[src/rtl/camera_downsampler_pkg.sv]
// camera_downsampler_pkg: shared frame geometry, RGB332 colour codes and capture states
//   DEF_SCREEN_WIDTH / DEF_SCREEN_HEIGHT : default frame-buffer geometry
//   RGB_BLUE / RGB_RED / RGB_WHITE       : RGB332 colour codes shared with the image processor
//   cam_state_t                          : capture state machine encoding
package camera_downsampler_pkg;
  localparam int DEF_SCREEN_WIDTH = 176;
  localparam int DEF_SCREEN_HEIGHT = 144;
  localparam logic [7:0] RGB_BLUE = 8'h03;
  localparam logic [7:0] RGB_RED = 8'hE0;
  localparam logic [7:0] RGB_WHITE = 8'hFF;
  typedef enum logic {WAIT_FRAME, CAPTURE} cam_state_t;
endpackage

[src/rtl/camera_downsampler.sv]
// camera_downsampler: RGB565 camera byte stream to RGB332 frame-buffer writes
//   clk        : camera pixel clock
//   reset_n    : asynchronous active-low reset
//   cam_data   : RGB565 byte bus, high byte first
//   cam_href   : line valid
//   cam_vsync  : vertical blanking, rising edge ends a frame
//   pixel_out  : RGB332 pixel, x_addr/y_addr its coordinates, w_en its write strobe
//   frame_done : one-cycle pulse at each frame end
module camera_downsampler
  import camera_downsampler_pkg::*;
#(
  parameter int SCREEN_WIDTH = DEF_SCREEN_WIDTH,
  parameter int SCREEN_HEIGHT = DEF_SCREEN_HEIGHT
) (
  input  logic       clk,
  input  logic       reset_n,
  input  logic [7:0] cam_data,
  input  logic       cam_href,
  input  logic       cam_vsync,
  output logic [7:0] pixel_out,
  output logic       w_en,
  output logic [7:0] x_addr,
  output logic [7:0] y_addr,
  output logic       frame_done
);
  localparam logic [7:0] W_MAX = 8'(SCREEN_WIDTH);
  localparam logic [7:0] H_MAX = 8'(SCREEN_HEIGHT);
  cam_state_t state, state_nx;
  logic href_q, vsync_q, phase;
  logic [2:0] r, g;
  logic [7:0] col, row;
  logic capture, vsync_rise, vsync_fall, href_fall, active, line_end, pix_done, wr;
  always_comb begin
    capture = state == CAPTURE;
    vsync_rise = cam_vsync & ~vsync_q;
    vsync_fall = ~cam_vsync & vsync_q;
    href_fall = ~cam_href & href_q;
    // a line window that overlaps vertical blanking is ignored entirely, including its falling edge
    active = capture & cam_href & ~cam_vsync;
    line_end = capture & href_fall & ~cam_vsync;
    pix_done = active & phase;
    wr = pix_done & (col < W_MAX) & (row < H_MAX);
    state_nx = (state == WAIT_FRAME && vsync_fall) ? CAPTURE : state;
  end
  always_ff @(posedge clk or negedge reset_n) begin
    if (!reset_n) state <= WAIT_FRAME;
    else state <= state_nx;
  end
  always_ff @(posedge clk or negedge reset_n) begin
    if (!reset_n) begin
      href_q <= 1'b0;
      vsync_q <= 1'b0;
      phase <= 1'b0;
      r <= '0;
      g <= '0;
      col <= '0;
      row <= '0;
      pixel_out <= '0;
      x_addr <= '0;
      y_addr <= '0;
      w_en <= 1'b0;
      frame_done <= 1'b0;
    end else begin
      href_q <= cam_href;
      vsync_q <= cam_vsync;
      w_en <= wr;
      frame_done <= capture & vsync_rise;
      if (capture & vsync_rise) begin
        col <= '0;
        row <= '0;
        phase <= 1'b0;
      end else if (line_end) begin
        col <= '0;
        phase <= 1'b0;
        row <= (row == H_MAX) ? row : row + 8'd1;
      end else if (active) begin
        phase <= ~phase;
        if (!phase) begin
          r <= cam_data[7:5];
          g <= cam_data[2:0];
        end else if (col != W_MAX) begin
          col <= col + 8'd1;
        end
      end
      if (wr) begin
        pixel_out <= {r, g, cam_data[4:3]};
        x_addr <= col;
        y_addr <= row;
      end
    end
  end
endmodule

[config.mk]
export PLATFORM = sky130hd
export DESIGN_NAME = camera_downsampler
export DESIGN_NICKNAME = d
export VERILOG_FILES = /design/src/rtl/camera_downsampler_pkg.sv /design/src/rtl/camera_downsampler.sv
export SDC_FILE = /design/constraint.sdc
export NUM_CORES = 1
export LEC_CHECK = 0
export CAP_MARGIN = 20
export CORE_AREA = 2 2 76 78
export CTS_BUF_LIST = sky130_fd_sc_hd__clkbuf_16
export DETAILED_ROUTE_END_ITERATION = 7
export DIE_AREA = 0 0 78 80
export PLACE_DENSITY = 0.67
export RECOVER_POWER = 50
export SYNTH_ARGS = -nofsm -noshare
export SYNTH_HDL_FRONTEND = slang
export SYNTH_SLANG_ARGS = --single-unit
export TNS_END_PERCENT = 100
[constraint.sdc]
create_clock -name clk -period 2.67 [get_ports clk]
set_clock_uncertainty 0.2 [all_clocks]
set_input_delay 0.267 -clock clk [delete_from_list [all_inputs] [get_ports clk]]
set_output_delay 0.267 -clock clk [all_outputs]
set_load 0.005 [all_outputs]
==> summary.txt, run 1 <==
Synth
  • Compound-Gate Fraction of Synth Area: 11.2%
  • Adder-Cell Fraction of Synth Area: under 10%
  • Post-synthesis mux area share: 15.4%
  • Mapped cell area: approximately 0.0023 sq mm
  • Synth unique cells: 44
  • Xor and xnor area share after synthesis: 0%
  • Sequential area share after synthesis: 56.1%
  • Post-synth net total: between 150 and 200
  • Synth Register Bits: 52
  • Mean Syn Cell Area: 12.7 sq um
  • Simple-Gate Fraction of Synth Area: approximately an eighth
  • Gate Count Post-Synth: 182
  • Largest family of logic cells by synthesized area: multiplexers
  • Syn. warnings: 0

Setup path
  • Crit path required time: between 2000 and 3000 ps
  • Largest stage delay on the critical path: 640 ps
  • Worst setup SP type: input pin
  • Critical Path Sink Type: register
  • Slowest CP cell: dlygate4sd3_1
  • Crit Path Max Fanout: 9
  • WP data arrival: ~2200 ps
  • Flop2flop setup slack: about 570 ps
  • Worst path cell trace: dlygate4sd3_1 > nand4bb_1 > a2111oi_0 > mux2i_1
  • Crit Path Category: in2reg

Final layout
  • Layout cell share with drive strength beyond 1: between 20% and 30%
  • Fin nets: roughly 250
  • Fin util: about 54%
  • Area delta synth->final: 26.8%
  • ANT cells: 0

CTS
  • Clock transition at the registers of the reported paths: roughly 70 ps
  • Clock Sinks: 52
  • CTS tree: yes
  • CTS buffer count: 5
  • Clock Path Buffers: 2
  • Root Driver: clkbuf_16
  • Worst-skew pair later-pin latency: between 200 and 300 ps
  • H-tree depth: 2

Place
  • Routability Congestion: around 0.79
  • Detailed Place HPWL: roughly 3000 um
  • IO Port Bufs: 37

Route
  • Detailed Route Iter0 Violations: 100
  • Vias per inst: 5.29
  • WL/cell: around 14 um
  • Total number of vias: between 1500 and 2000
  • DRC: 0
  • Routed Antenna Nets: 0
  • Drt pass-1 iters: 4
  • Final WL: 4130 um

GRT
  • Vias in the first global route: about 1500
  • Remaining Overflow, GRT: 0
  • Largest net degree at the start of global routing: 21
  • GRT Overall Usage: between 10% and 20%
  • Met1 GRT Util: ~22%
  • First-pass GRT wire length: around 7400 um
  • GR Layer Usage met2: a little over a fifth
  • Met3 Use GR: ~3.7%
  • Busiest grt layer: met1
  • Antenna violations before repair: 0

Power and ir drop
  • Sequential power share: around 49%
  • Worst vdd ir: about 0.54 mV
  • Clock Power Share: between 30% and 40%
  • Sw Pwr: between 400 and 500 uW
  • Pleak: roughly 0.0013 uW
  • Pwr Density: about 690 mW/mm^2
  • Pint: roughly 1500 uW
  • Switching part of the total power: about a quarter
  • Share of total power in combinational logic: between 20 and 25%

Timing
  • Hold_ws: 272 ps
  • Max Transition Viols Final: 0
  • Final Cycle Share: about four fifths
  • Slew margin rel.: 31.7%
  • Worst-Margin Slew: 1020 ps
  • Max Clock Freq: between 400 and 500 MHz
  • Sum of negative setup slack: 0 ps
  • Unrepaired setup endpoints after global routing: no
  • Final Hold Fails: 0
  • Post-route minimum period: 2180 ps
  • Endpoints failing setup: 0

Job
  • Max_cap viols: 0

Floorplanning
  • FP Rows: 27
  • I/O pin count: 38
  • Initial Util: 42.9%
  • Die X: between 70 and 80 um
  • Die area: between 0.006 and 0.007 sq mm
  • Die H: roughly 80 um
  • Core Area: 0.00541 sq mm

Min path
  • Hold Path Class: reg2reg

Run status
  • Status: finished, final reports clean
[sequential cells by signal, indices dropped and copies added, names as in the netlist]
signal,flops
capture,1
frame_done,1
y_addr,8
x_addr,8
vsync_q,1
phase,1
col,8
pixel_out,8
href_q,1
g,3
r,3
row,8
w_en,1
[kinds of logic after synthesis]
kind of cell / after synthesis
AOI/OAI and AO/OA: 35
adders and majority gates: 4
buffers and inverters: 14
DFF: 52
muxes: 32
and+or+nand+nor: 45
[routing by layer]
layer / wire [um] / part of all wire, %
met5: 0 / 0
met4: 35 / 0.85
met3: 179 / 4.3
met2: 1860 / 45
met1: 2060 / 50
[placed cells by master, fill, tap and decap left out, types with 3 or more instances in the layout]
master           instances
or4_1                    5
o21ai_0                  5
dfrtp_1                 52
mux2i_1                  3
a21oi_1                  8
dlygate4sd3_1           12
clkbuf_16                5
nand2_1                  7
clkdlybuf4s50_1         25
nor2_1                   5
ha_1                     4
buf_4                    5
or3_1                    5
mux2_1                   3
o31ai_1                  4
nand3_1                  9
inv_1                    9
mux2_2                  26
[power groups by stage]
| stage | registers (uW) | logic (uW) | clock network, uW |
|---|---|---|---|
| after floorplan | 1010 | 166 | 0 |
| after global placement | 1020 | 425 | 0 |
| after detailed placement | 1020 | 432 | 0 |
| after CTS | 1000 | 436 | 632 |
| after global routing | 1020 | 457 | 666 |
| final | 1000 | 412 | 615 |
[what timing repair did]
item / in CTS / in global routing
hold endpoints to repair: 18 / 0
setup buffers: 0 / 0
resized for setup: 0 / 0
hold buffers: 1 / 0
[cell type report]
class / count / area (sq um)
Tap cell: 72 / 90.1
Clock buffer: 5 / 125
Inverter: 9 / 33.8
Fill cell: 466 / 2470
Multi-Input combinational cell: 116 / 948
Clock inverter: 3 / 18.8
Timing Repair Buffer: 45 / 422
Sequential cell: 52 / 1300
[final timing paths]
check | to | depth (start not counted) | startpoint
worst min-delay path | capture$_DFFE_PN0P_ | 1 | vsync_q$_DFF_PN0_
worst min register to register | capture$_DFFE_PN0P_ | 1 | vsync_q$_DFF_PN0_
worst max register to register | x_addr[5]$_DFFE_PN0P_ | 4 | row[4]$_DFFE_PN0P_
worst max-delay path | row[5]$_DFFE_PN0P_ | 4 | cam_vsync
min in group asynchronous | y_addr[1]$_DFFE_PN0P_ | 2 | reset_n
max in group asynchronous | col[6]$_DFFE_PN0P_ | 3 | reset_n
[metrics by stage]
step | std cells | total power [uW] | setup WS [ps] | instance area (sq um)
final | 302 | 2030 | 486 | 2940
after global routing | 302 | 2140 | 287 | 2940
after CTS | 302 | 2070 | 550 | 2950
after detailed placement | 293 | 1450 | 249 | 2790
after global placement | 293 | 1440 | 254 | 2790
after floorplan | 182 | 1180 | 756 | 2320
[cells in the mapped netlist]
| cell | instances | area share (%) |
|---|---|---|
| nor3_1 | 2 | 0.43 |
| ha_1 | 4 | 2.2 |
| or4_1 | 5 | 1.6 |
| a211oi_4 | 1 | 0.86 |
| a311oi_1 | 1 | 0.38 |
| o311a_1 | 1 | 0.43 |
| clkbuf_1 | 2 | 0.32 |
| o211ai_1 | 1 | 0.32 |
| dfrtp_1 | 52 | 56 |
| and3_1 | 1 | 0.27 |
| nor4bb_1 | 1 | 0.43 |
| a21o_1 | 2 | 0.65 |
| mux2_1 | 3 | 1.5 |
| o21ai_0 | 5 | 1.1 |
| mux2_2 | 26 | 13 |
| nor3_2 | 1 | 0.43 |
| buf_6 | 2 | 0.97 |
| a2bb2oi_1 | 1 | 0.38 |
| nand2_1 | 7 | 1.1 |
| a31oi_1 | 1 | 0.27 |
| buf_2 | 1 | 0.22 |
| mux2i_1 | 3 | 1.3 |
| o21ba_2 | 1 | 0.43 |
| a2111oi_0 | 1 | 0.38 |
| a31o_2 | 2 | 0.76 |
| o21bai_1 | 1 | 0.32 |
| a21oi_1 | 8 | 1.7 |
| o211a_1 | 1 | 0.43 |
| nand2b_1 | 2 | 0.54 |
| nand4bb_1 | 1 | 0.49 |
| or4b_1 | 1 | 0.43 |
| nand3b_1 | 1 | 0.32 |
| o32a_1 | 1 | 0.43 |
| inv_1 | 9 | 1.5 |
| nand4_1 | 2 | 0.54 |
| nand4b_4 | 1 | 1.0 |
| nand3_1 | 9 | 1.9 |
| o31a_1 | 1 | 0.38 |
| o31ai_1 | 4 | 1.3 |
| nor2_1 | 5 | 0.81 |
| nand4b_1 | 1 | 0.38 |
| o2111ai_1 | 1 | 0.38 |
| a211oi_1 | 1 | 0.32 |
| or3_1 | 5 | 1.3 |
[worst max-delay path: cells and delay by family]
family                 cells  cell delay [ps]
buffers and inverters      1              640
AND/OR/NAND/NOR            1              410
multiplexers               1              240
AO/OA/AOI/OAI              1              630
No activity file was read; power rests on OpenSTA's default activity.
==> inputs of run 2 (changes only) <==
PLACE_DENSITY = 0.7   (was 0.67)
clock period = 1.83 ns   (was 2.67 ns; I/O delays follow)
==> run 2 against run 1 <==
Effect of this change:
- the run now ends with negative setup slack left
- core utilization up 9.0 points
- clock power up 44%
- setup slack worse by 520 ps
- die area unchanged
- sequential power up 46%
- sequential share of layout area down 6.2 points
- final cell count up 12%
- total power up 56%
==> summary.txt, run 2 (synthesis gave the netlist of run 1 again) <==
Setup path
  • Worst setup SP type: input pin
  • Critical Path Sink Type: register
  • Largest stage delay on the critical path: 440 ps (-200 ps)
  • Critical path's top delay family: buffers and inverters
  • FF-to-FF Start: row[6]$_DFFE_PN0P_
  • WP data arrival: 1840 ps (-350 ps)
  • Crit Path Category: in2reg
  • R2R depth: 5 (+1)
  • Worst path cell trace: clkdlybuf4s50_1 > buf_4 > nand4b_4 > a211oi_4 > buf_12 > clkbuf_16 > mux2_4
  • Flop2flop setup slack: -30 ps (-600 ps)
  • Crit Path Max Fanout: 7 (-2)
  • Slowest CP cell: clkdlybuf4s50_1
  • Crit path required time: 1800 ps (-880 ps)
  • RR Endpoint: pixel_out[6]$_DFFE_PN0P_
  • Worst path bufs/invs: 4 (+3)

Route
  • Total number of vias: 1806 (+13%)
  • Vias per inst: 5.36 (+1.2%)
  • Routed Antenna Nets: 0 (unchanged)
  • Detailed Route Iter0 Violations: 101 (+1.0%)
  • WL/cell: 15.6 um (+14%)
  • Final WL: 5270 um (+28%)
  • Drt pass-1 iters: 4 (unchanged)
  • DRC: 0 (unchanged)

Power and ir drop
  • Switching part of the total power: 23.9% (+0.077 points)
  • Pwr Density: 924 mW/mm^2 (+34%)
  • Pleak: 0.00153 uW (+18%)
  • Clock Power Share: 27.9% (-2.4 points)
  • Pint: 2410 uW (+56%)
  • Sw Pwr: 757 uW (+57%)
  • Sequential power share: 46.2% (-3.1 points)
  • Worst vdd ir: 0.474 mV (-12%)
  • Total power: 3160 uW (+56%)
  • Share of total power in combinational logic: 25.9% (+5.6 points)

Place
  • IO Port Bufs: 37 (unchanged)
  • Detailed Place HPWL: 3600 um (+20%)
  • Area post-placement: 0.00311 sq mm (+11%)
  • Routability Congestion: 0.834 (+5.0%)
  • # placed instances: 324 (+11%)
  • Worst slack, placed: -319 ps (-568 ps)

GRT
  • Vias in the first global route: 1845 (+19%)
  • GRT Overall Usage: 18.1% (+3.4 points)
  • Remaining Overflow, GRT: 0 (unchanged)
  • Largest net degree at the start of global routing: 53 (+150%)
  • First-pass GRT wire length: 8830 um (+20%)
  • Antenna violations before repair: 0 (unchanged)

CTS
  • H-tree depth: 2 (unchanged)
  • Worst-skew pair later-pin latency: 280 ps (about the same)
  • Clock Sinks: 52 (unchanged)
  • CTS tree: yes
  • Clock Path Buffers: 2 (unchanged)
  • Root Driver: clkbuf_16
  • CTS buffer count: 5 (unchanged)
  • Clock transition at the registers of the reported paths: 60 ps (about the same)

Final layout
  • Fin area: 0.00342 sq mm (+17%)
  • Area delta synth->final: 47.7%
  • Fin nets: 280 (+14%)
  • Layout cell share with drive strength beyond 1: 36.2% (+16 points)
  • Leading cell type in the layout, fill and taps excluded: dfrtp_1
  • Fin cells: 337 (+12%)
  • ANT cells: 0 (unchanged)
  • Most frequent cells in the layout: 51 x dfrtp_1, 36 x clkdlybuf4s50_1, 31 x buf_4, 20 x mux2_4

Floorplanning
  • I/O pin count: 38 (unchanged)
  • Die H: 80 um (unchanged)
  • Initial Util: 42.9% (unchanged)
  • Die X: 78 um (unchanged)
  • Core Area: 0.00541 sq mm (unchanged)
  • Die area: 0.00624 sq mm (unchanged)
  • FP Rows: 27 (unchanged)

Timing
  • Max Clock Freq: about 540 MHz
  • Worst-Margin Slew: 691 ps (-334 ps)
  • Final Cycle Share: 102%
  • Setup slack after layout: -38.7 ps (-525 ps)
  • Endpoints failing setup: 21 (+21)
  • Max Transition Viols Final: 0 (unchanged)
  • Slew margin rel.: 53.9% (+22 points)
  • Post-route minimum period: between 1500 and 2000 ps
  • Final Hold Fails: 0 (unchanged)
  • Hold_ws: 275 ps (+2.82 ps)
  • Unrepaired setup endpoints after global routing: yes

Job
  • Max_cap viols: 0 (unchanged)

Min path
  • HP Start: vsync_q$_DFF_PN0_
  • Hold Path Class: reg2reg
  • Hold Path Cell Cnt: 1 (unchanged)
  • Hold Path Sink: capture$_DFFE_PN0P_

Run status
  • Failing checks: negative setup slack
  • Status: finished with violations
-- run 2: cell count changes in the layout (fill, tap and decap cells not counted), sizes merged --
cell           before  now
buf                 5   41
clkbuf              8    7
clkdlybuf4s50      25   36
clkinv              1    3
clkinvlp            2    0
dlygate4sd3        12    1
-- run 2: how the worst max path moves through the flow --
stage	startpoint	endpoint	slack (ps)	depth (start not counted)
2_1_floorplan	col[0]$_DFFE_PN0P_	col[1]$_DFFE_PN0P_	-40	5
3_3_place_gp	cam_vsync	row[7]$_DFFE_PN0P_	-280	5
3_5_place_dp	cam_vsync	pixel_out[0]$_DFFE_PN0P_	-320	6
4_1_cts	row[4]$_DFFE_PN0P_	y_addr[4]$_DFFE_PN0P_	-40	4
5_1_grt	capture$_DFFE_PN0P_	pixel_out[2]$_DFFE_PN0P_	-80	6
6_report	cam_vsync	pixel_out[6]$_DFFE_PN0P_	-40	7
-- run 2: area by class of cell --
class / count / area [sq um]
timing repair buffer: 80 / 772
tap: 72 / 90.1
sequential: 52 / 1300
multi-input combinational: 116 / 1090
inverter: 9 / 33.8
fill: 423 / 1980
clock buffer: 5 / 125
clock inverter: 3 / 13.8
-- run 2: repair_timing --
action / 4_1_cts / 5_1_grt
gates cloned: 0 / 1
endpoints found under the setup margin: 22 / 31
resized for setup: 1 / 28
endpoints found under the hold margin: 52 / 0
setup buffers: 0 / 3
pin swaps: 0 / 7
hold buffers: 1 / 0
-- run 2: power by group through the flow --
stage | clock network [uW] | logic (uW) | registers, uW
floorplan | 0 | 295 | 1480
global placement | 0 | 747 | 1480
detailed placement | 0 | 769 | 1480
CTS | 910 | 781 | 1460
global route | 973 | 885 | 1490
finish | 884 | 819 | 1460
-- run 2: worst register-to-register path, delay by kind of cell, from the launching register on --
kind	cells	cell delay (ps)
buffers and inverters	2	310
AOI/OAI and AO/OA	2	570
muxes	1	300
DFF	1	380
-- run 2: stage by stage --
step | setup TNS [ps] | utilization (%)
detailed placement | -9510 | 57.5
finish | -421 | 63.4
global placement | -8620 | 57.5
floorplan | -299 | -
CTS | -420 | 60.4
global route | -1420 | 63.4
-- run 2: metal layers --
layer | GRT usage, % | vias to the layer above | wire length, um
met5 | 0 | - | 0
met3 | 4.30 | 4 | 269
met2 | 29.1 | 56 | 2490
met1 | 23.9 | 904 | 2440
met4 | 6.14 | 0 | 69
li1 | - | 842 | -
==> inputs of run 3 (changes only) <==
CORE_AREA = 2 2 85 70   (was 2 2 76 78)
CTS_CLUSTER_SIZE = 8   (was unset)
DIE_AREA = 0 0 87 72   (was 0 0 78 80)
==> run 3 against run 2 <==
Effect of this change:
- the run still ends with negative setup slack left
- sequential share of layout area is 0.25 points higher
- final cell count is 3.3% lower
- register-to-register slack hardly changed
- critical path depth is 2 lower
- setup slack better by 8.4 ps
- clock power is 7.9% higher
==> summary.txt, run 3 (synthesis gave the netlist of run 1 again) <==
Final layout
  • Layout cell share with drive strength beyond 1: 35.6% (-0.59 points)
  • Fin nets: 276 (-1.4%)
  • Area delta synth->final: 46.7%
  • Most frequent cells in the layout: 51 x dfrtp_1, 34 x clkdlybuf4s50_1, 28 x buf_4, 22 x mux2_4
  • ANT cells: 0 (unchanged)
  • Leading cell type in the layout, fill and taps excluded: dfrtp_1

Timing
  • Hold_ws: 54.3 ps (-221 ps)
  • Setup slack after layout: -30.4 ps (+8.37 ps)
  • Endpoints failing setup: 18 (-14%)
  • Max Clock Freq: 538 MHz (+0.45%)
  • Final Cycle Share: 102% (-0.46 points)
  • Post-route minimum period: 1860 ps (-8.37 ps)
  • Worst-Margin Slew: 715 ps (+23.3 ps)
  • Max Transition Viols Final: 0 (unchanged)
  • Final Hold Fails: 0 (unchanged)
  • Unrepaired setup endpoints after global routing: yes
  • Slew margin rel.: 52.4% (-1.6 points)

GRT
  • Antenna violations before repair: 0 (unchanged)
  • Vias in the first global route: 1852 (+0.38%)
  • GRT Overall Usage: 19.3% (+1.3 points)
  • Largest net degree at the start of global routing: 53 (unchanged)
  • First-pass GRT wire length: 9200 um (+4.2%)
  • Remaining Overflow, GRT: 0 (unchanged)

Setup path
  • Crit Path Category: reg2reg
  • Worst setup SP type: register
  • Critical Path Sink Type: register
  • Critical path's top delay family: compound AO/OA/AOI/OAI gates
  • Slowest CP cell: dfrtp_1
  • Crit path required time: 1810 ps (about the same)
  • Worst path cell trace: o31a_1 > a211oi_4 > buf_4 > buf_16 > mux2_4
  • WP data arrival: 1840 ps (about the same)
  • Crit Path Max Fanout: 7 (unchanged)
  • Largest stage delay on the critical path: 400 ps (-40 ps)
  • Worst path bufs/invs: 2 (-2)

CTS
  • Worst-skew pair later-pin latency: 300 ps (+20 ps)
  • Clock transition at the registers of the reported paths: 70 ps (about the same)
  • Clock Path Buffers: 2 (unchanged)
  • CTS buffer count: 5 (unchanged)
  • Root Driver: clkbuf_16
  • Clock Sinks: 52 (unchanged)
  • H-tree depth: 2 (unchanged)
  • CTS tree: yes

Power and ir drop
  • Pwr Density: 944 mW/mm^2 (+2.2%)
  • Pleak: 0.00153 uW (-0.38%)
  • Total power: 3210 uW (+1.5%)
  • Worst vdd ir: 0.572 mV (+21%)

Floorplanning
  • FP Rows: 24 (-11%)
  • Die area: 0.00626 sq mm (+0.38%)
  • Core Area: 0.00538 sq mm (-0.56%)
  • Initial Util: 43.1% (+0.24 points)
  • Die X: 87 um (+12%)
  • I/O pin count: 38 (unchanged)
  • Die H: 72 um (-10%)

Job
  • Max_cap viols: 0 (unchanged)

Place
  • IO Port Bufs: 37 (unchanged)
  • Routability Congestion: 0.916 (+9.9%)
  • Detailed Place HPWL: 3580 um (-0.71%)

Route
  • WL/cell: 16.6 um (+6.2%)
  • Routed Antenna Nets: 0 (unchanged)
  • Total number of vias: 1754 (-2.9%)
  • Final WL: 5410 um (+2.7%)
  • Vias per inst: 5.38 (+0.40%)
  • Detailed Route Iter0 Violations: 88 (-13%)
  • DRC: 0 (unchanged)
  • Drt pass-1 iters: 4 (unchanged)

Run status
  • Status: finished with violations
  • Failing checks: negative setup slack

Min path
  • Hold Path Class: in2reg
-- run 3: layer usage --
layer / share of wire, % / global-route usage (%) / vias up / routed length [um]
met3: 5.1 / 4.66 / 13 / 277
met4: 2.3 / 8.85 / 0 / 126
met2: 42 / 26.8 / 52 / 2290
met1: 50 / 28.6 / 857 / 2720
met5: 0 / 0 / - / 0
li1: - / - / 832 / -
-- run 3: repair_timing --
item,CTS,global route
hold buffers,1,1
cloned,1,0
pin swaps,5,4
endpoints found under the hold margin,52,1
buffers inserted,3,1
gates resized for setup,20,12
setup endpoints to repair,24,35
-- run 3: where the power goes --
part           internal (uW)  leakage [uW]  switching, uW
Sequential              1340      0.000675            111
Combinational            559      0.000781            246
Clock                    510     0.0000702            444
Total                   2410       0.00153            800
-- run 3: final cells by class --
| cell class | count | area (sq um) |
|---|---|---|
| clock buffers | 5 | 125 |
| clock inverters | 3 | 21.3 |
| fillers | 433 | 1970 |
| inverters | 9 | 33.8 |
| multi-input cells | 116 | 1110 |
| flip-flops and latches | 52 | 1300 |
| well taps | 65 | 81.3 |
| repair buffers | 76 | 728 |
-- run 3: final timing paths --
path | end | slack (ps) | from | cells after the start
worst max register to register | pixel_out[5]$_DFFE_PN0P_ | -30 | row[4]$_DFFE_PN0P_ | 5
worst min register to register | capture$_DFFE_PN0P_ | 300 | vsync_q$_DFF_PN0_ | 1
min in group asynchronous | x_addr[3]$_DFFE_PN0P_ | 390 | reset_n | 3
worst min-delay path | href_q$_DFF_PN0_ | 50 | cam_href | 1
max in group asynchronous | capture$_DFFE_PN0P_ | 530 | reset_n | 3
worst max-delay path | pixel_out[5]$_DFFE_PN0P_ | -30 | row[4]$_DFFE_PN0P_ | 5
-- run 3: metrics by stage --
step / worst slack (ps) / util (%) / setup TNS (ps) / cells / area, sq um
after floorplan: -37.3 / - / -299 / 182 / 2370
after global placement: -265 / 56.9 / -7490 / 311 / 3060
final: -30.4 / 63.3 / -300 / 326 / 3400
after detailed placement: -326 / 56.9 / -9970 / 311 / 3060
after CTS: -54.4 / 62.0 / -939 / 324 / 3330
after global routing: -93.4 / 63.3 / -1780 / 326 / 3400
==> RTL edit 1: new RTL, flow settings as in run 2 <==
Register the output `frame_done` once more, cleared by the reset; this adds one clock of latency there. The other outputs are not delayed to match. Comments in the files are not updated.
--- a/src/rtl/camera_downsampler.sv
+++ b/src/rtl/camera_downsampler.sv
@@ -27,2 +27,4 @@
   localparam logic [7:0] H_MAX = 8'(SCREEN_HEIGHT);
+
+  logic frame_done_s0;
   cam_state_t state, state_nx;
@@ -61,3 +63,3 @@
       w_en <= 1'b0;
-      frame_done <= 1'b0;
+      frame_done_s0 <= 1'b0;
     end else begin
@@ -66,3 +68,3 @@
       w_en <= wr;
-      frame_done <= capture & vsync_rise;
+      frame_done_s0 <= capture & vsync_rise;
       if (capture & vsync_rise) begin
@@ -91,2 +93,10 @@
   end
+  always_ff @(posedge clk or negedge reset_n) begin
+    if (!reset_n) begin
+      frame_done <= '0;
+    end else begin
+      frame_done <= frame_done_s0;
+    end
+  end
+
 endmodule
Check against the original RTL: not equivalent (Yosys sat finds a counterexample within 4 cycles, from zero or initial values and one cycle with reset_n low).
==> RTL edit 1 against run 2 <==
The run still ends with setup timing left; cell count did not move; count of clock-buffer cells in the layout unchanged; synthesized area up 2.0%; cell area shrank 4.8%; highest routed layer unchanged; setup slack improved by 0.023 ns; sequential share of layout area is 2.6 points higher; synthesized cell count increased by 4.4%; fmax increased by 1.2%; total power grew 3.0%; wire length is 4.9% lower; sequential cell count is 1 higher.
==> RTL edit 1: results <==
set metrics [dict create \
    status "finished, violations left" \
    violations "setup timing" \
    routedWlPerCell_um 14.88 \
    min_path_cells 0 \
    drive_gt1_share_pct 28.68 \
    synthTopCellsByArea "dfrtp_1, mux2_2, nand3_1" \
    io_buffers 37 \
    syn_nets 206 \
    cp.arrival_ns 1.81 \
    synthDistinctLibCells 44 \
    dp_slack_ns -0.3316 \
    num-fill-cells 462 \
    layout.nets 280 \
    relSlewSlack_pct 29.80 \
    cts_setup_buffers 0 \
    grt_pass1_wl_um 8569 \
    drtIter0Drc 108 \
    reg2reg_depth 4 \
    holdCritStartpoint "frame_done_s0" \
    clock_latency_ns 0.28 \
    hpwlAfterDp_um 3678 \
    critPathMaxFanout 14 \
    yosys-top-cells-count "dfrtp_1, mux2_2, inv_1" \
    hold_class "register to register" \
    synthCells 190 \
    setup_viol 3 \
    ir_worst_vdd_v 0.0006296 \
    grt_use_total_pct 17.20 \
    dp.cells 328 \
    r2r-end "pixel_out[7]" \
    p_leak_nw 1.474 \
    yosysWarnings 0 \
    place_congestion 0.8449 \
    vias 1796 \
    cp-startpoint "row[6]" \
    clockRootBuffer "clkbuf_16" \
    grt_max_degree 37 \
    place_area_mm2 0.003077 \
    final.setup.worst_slack_ns -0.01617 \
    grt_antenna_before_repair 0 \
    yosysSeqAreaShare_pct 56.08 \
    min_to "frame_done" \
    cts_made_buffers 5 \
    wirelength_um 5014 \
]
==> RTL edit 1: report_power, final <==
part / leakage [nW] / total (mW) / switching (mW) / internal, mW
Combinational: 0.717 / 0.830 / 0.272 / 0.558
Sequential: 0.690 / 1.52 / 0.126 / 1.39
Clock: 0.0672 / 0.908 / 0.406 / 0.502
==> RTL edit 1: worst max path at each step <==
stage                        end
detailed placement        row[5]
floorplan           pixel_out[1]
finish              pixel_out[7]
global route              row[1]
CTS                 pixel_out[3]
global placement          row[5]
==> RTL edit 1: per-layer routing <==
layer / up-vias / part of all wire, % / routed length [um] / track usage [%]
met4: 0 / 0.50 / 25 / 3.684
li1: 850 / - / - / -
met5: - / 0 / 0 / 0
met2: 40 / 48 / 2387 / 28.71
met1: 902 / 49 / 2440 / 23.62
met3: 4 / 3.2 / 161 / 3.054
==> RTL edit 1: per-stage QoR <==
stage               setup TNS [ns]  hold slack, ns
floorplan                  -0.2148         -0.3126
global placement            -5.991        -0.04828
detailed placement          -7.086        -0.04615
CTS                      -0.001805          0.1540
global route               -0.8068          0.1560
finish                    -0.02217          0.1511
==> RTL edit 1: cell families (layout without fill, tap and decap cells) <==
kind of cell               Yosys count  in the layout  share of synthesized area (%)
adders and majority gates            4              4                          2.116
AOI/OAI and AO/OA                   34             34                          11.59
xor gates and xnor gates             1              1                         0.3704
DFF                                 53             53                          56.08
buffers and inverters               19             94                          3.704
muxes                               31             31                          14.50
and+or+nand+nor                     48             48                          11.64
==> RTL edit 1: timing repair <==
action / CTS / global route
endpoints found under the hold margin: 17 / 0
resized for setup: 2 / 6
hold buffers: 1 / 0
gates cloned: 0 / 0
endpoints found under the setup margin: 2 / 24
==> RTL edit 1: critical path: stages, from the launching register on <==
cell	delay (ns)
dfrtp_1	0.38
o31a_1	0.36
a211oi_4	0.24
buf_12	0.19
mux2_2	0.35
==> RTL edit 1: cell type report <==
cell class / count / area (um2) / share of cell area (%)
multi-input cells: 118 / 994.7 / 30.51
clock buffers: 5 / 125.1 / 3.837
flip-flops and latches: 53 / 1326 / 40.68
well taps: 72 / 90.09 / 2.763
inverters: 13 / 48.80 / 1.497
clock inverters: 3 / 18.77 / 0.5756
repair buffers: 73 / 656.9 / 20.15
==> RTL edit 2: new RTL, flow settings as in run 2 <==
Without the edit above. Remove the register `frame_done`: a continuous assignment takes its place, so the output `frame_done` follows one clock earlier. Comments in the files are not updated.
--- a/src/rtl/camera_downsampler.sv
+++ b/src/rtl/camera_downsampler.sv
@@ -61,3 +61,2 @@
       w_en <= 1'b0;
-      frame_done <= 1'b0;
     end else begin
@@ -66,3 +65,2 @@
       w_en <= wr;
-      frame_done <= capture & vsync_rise;
       if (capture & vsync_rise) begin
@@ -91,2 +89,4 @@
   end
+
+  assign frame_done = capture & vsync_rise;
 endmodule
Check against the original RTL: not equivalent (Yosys sat finds a counterexample within 4 cycles, from zero or initial values and one cycle with reset_n low).
==> RTL edit 2 against run 2 <==
The run still ends with setup timing left; clock power rose by 15%; critical path depth fell by 2; cell count up 0.30%; setup slack worse by 0.079 ns; sequential cell count fell by 1; synthesized area decreased by 1.1%; wire length grew 1.1%; total power increased by 2.5%; cell area decreased by 0.88%; non-clock buffer count is 2 higher; critical path type is now register to register; critical endpoint is now x_addr[5]; largest power group unchanged.
==> RTL edit 2: results <==
set metrics [dict create \
    violations "setup timing" \
    p_switching_uw 734.6 \
    layout.nets 281 \
    grt_max_degree 35 \
    final_cell_count_no_fill 338 \
    critPathMaxFanout 8 \
    use_met1_pct 23.49 \
    p_leak_nw 1.531 \
    place_congestion 0.8266 \
    reg2reg_depth 5 \
    final.setup.worst_slack_ns -0.1173 \
    wl_met1_um 2359 \
    finalSetupTns_ns -1.981 \
    clk_path_buf_depth 2 \
    grt_use_total_pct 18.10 \
    routedWlPerCell_um 15.76 \
    muxShareOfSynthArea_pct 15.55 \
    hpwlAfterDp_um 3446 \
    ir_worst_vdd_v 0.0004698 \
    num-fill-cells 432 \
    seq_power_share_pct 44.1 \
    dp.cells 321 \
    holdCritStartpoint "cam_vsync" \
    place_area_mm2 0.003070 \
    cp.arrival_ns 1.92 \
    r2r-end "x_addr[5]" \
    synth-adder-area-share_pct 2.182 \
    syn_nets 197 \
    yosysSeqAreaShare_pct 55.65 \
    synthTopCellsByArea "dfrtp_1, mux2_2, ha_1" \
    synthDistinctLibCells 44 \
    slowest_delay_ns 0.40 \
    drive_gt1_share_pct 33.46 \
    met3_length_um 250 \
    min_path_cells 4 \
    clockPowerShare_pct 31.5 \
    drtIter0Drc 65 \
    status "finished, violations left" \
    dp_slack_ns -0.2804 \
    routed-wl-met2_um 2619 \
    grt_util_met2_pct 29.31 \
    synthCells 181 \
    vias 1814 \
    reg2reg_from "row[4]" \
    yosys-top-cells-count "dfrtp_1, mux2_2, inv_1, nand3_1, a21oi_1" \
    relSlewSlack_pct 33.48 \
    power_density_mw_per_mm2 955.4 \
    setup_viol 22 \
    crit_family "compound AO/OA/AOI/OAI gates" \
    holdWs_ns 0.1836 \
    hold_class "input port to register" \
    synth_compound_area_share_pct 11.35 \
    grt_pass1_wl_um 8838 \
    slowest_stage "dfrtp_1" \
]
[RTL edit 2: cell count changes after synthesis]
cell / delta
dfrtp_1: -1
[RTL edit 2: area by class of cell]
class	instances	area (um2)	area share [%]
inverter	9	33.78	0.9952
clock inverter	3	38.79	1.143
timing repair buffer	82	755.7	22.26
multi-input combinational	116	1075	31.66
clock buffer	5	125.1	3.686
sequential	51	1276	37.60
tap	72	90.09	2.654
[RTL edit 2: repair_timing]
item	in CTS	in global routing
hold buffers	1	1
hold endpoints to repair	17	1
gates cloned	1	0
pin swaps	2	2
resized for setup	8	14
buffers inserted	4	2
endpoints found under the setup margin	23	35
[RTL edit 2: worst max path at each step]
stage	startpoint	endpoint	slack (ns)
floorplan	col[0]	col[1]	-0.04
detailed placement	cam_vsync	col[1]	-0.28
global placement	cam_vsync	col[1]	-0.25
CTS	row[4]	x_addr[5]	-0.08
global route	row[4]	y_addr[5]	-0.16
finish	row[4]	x_addr[5]	-0.12
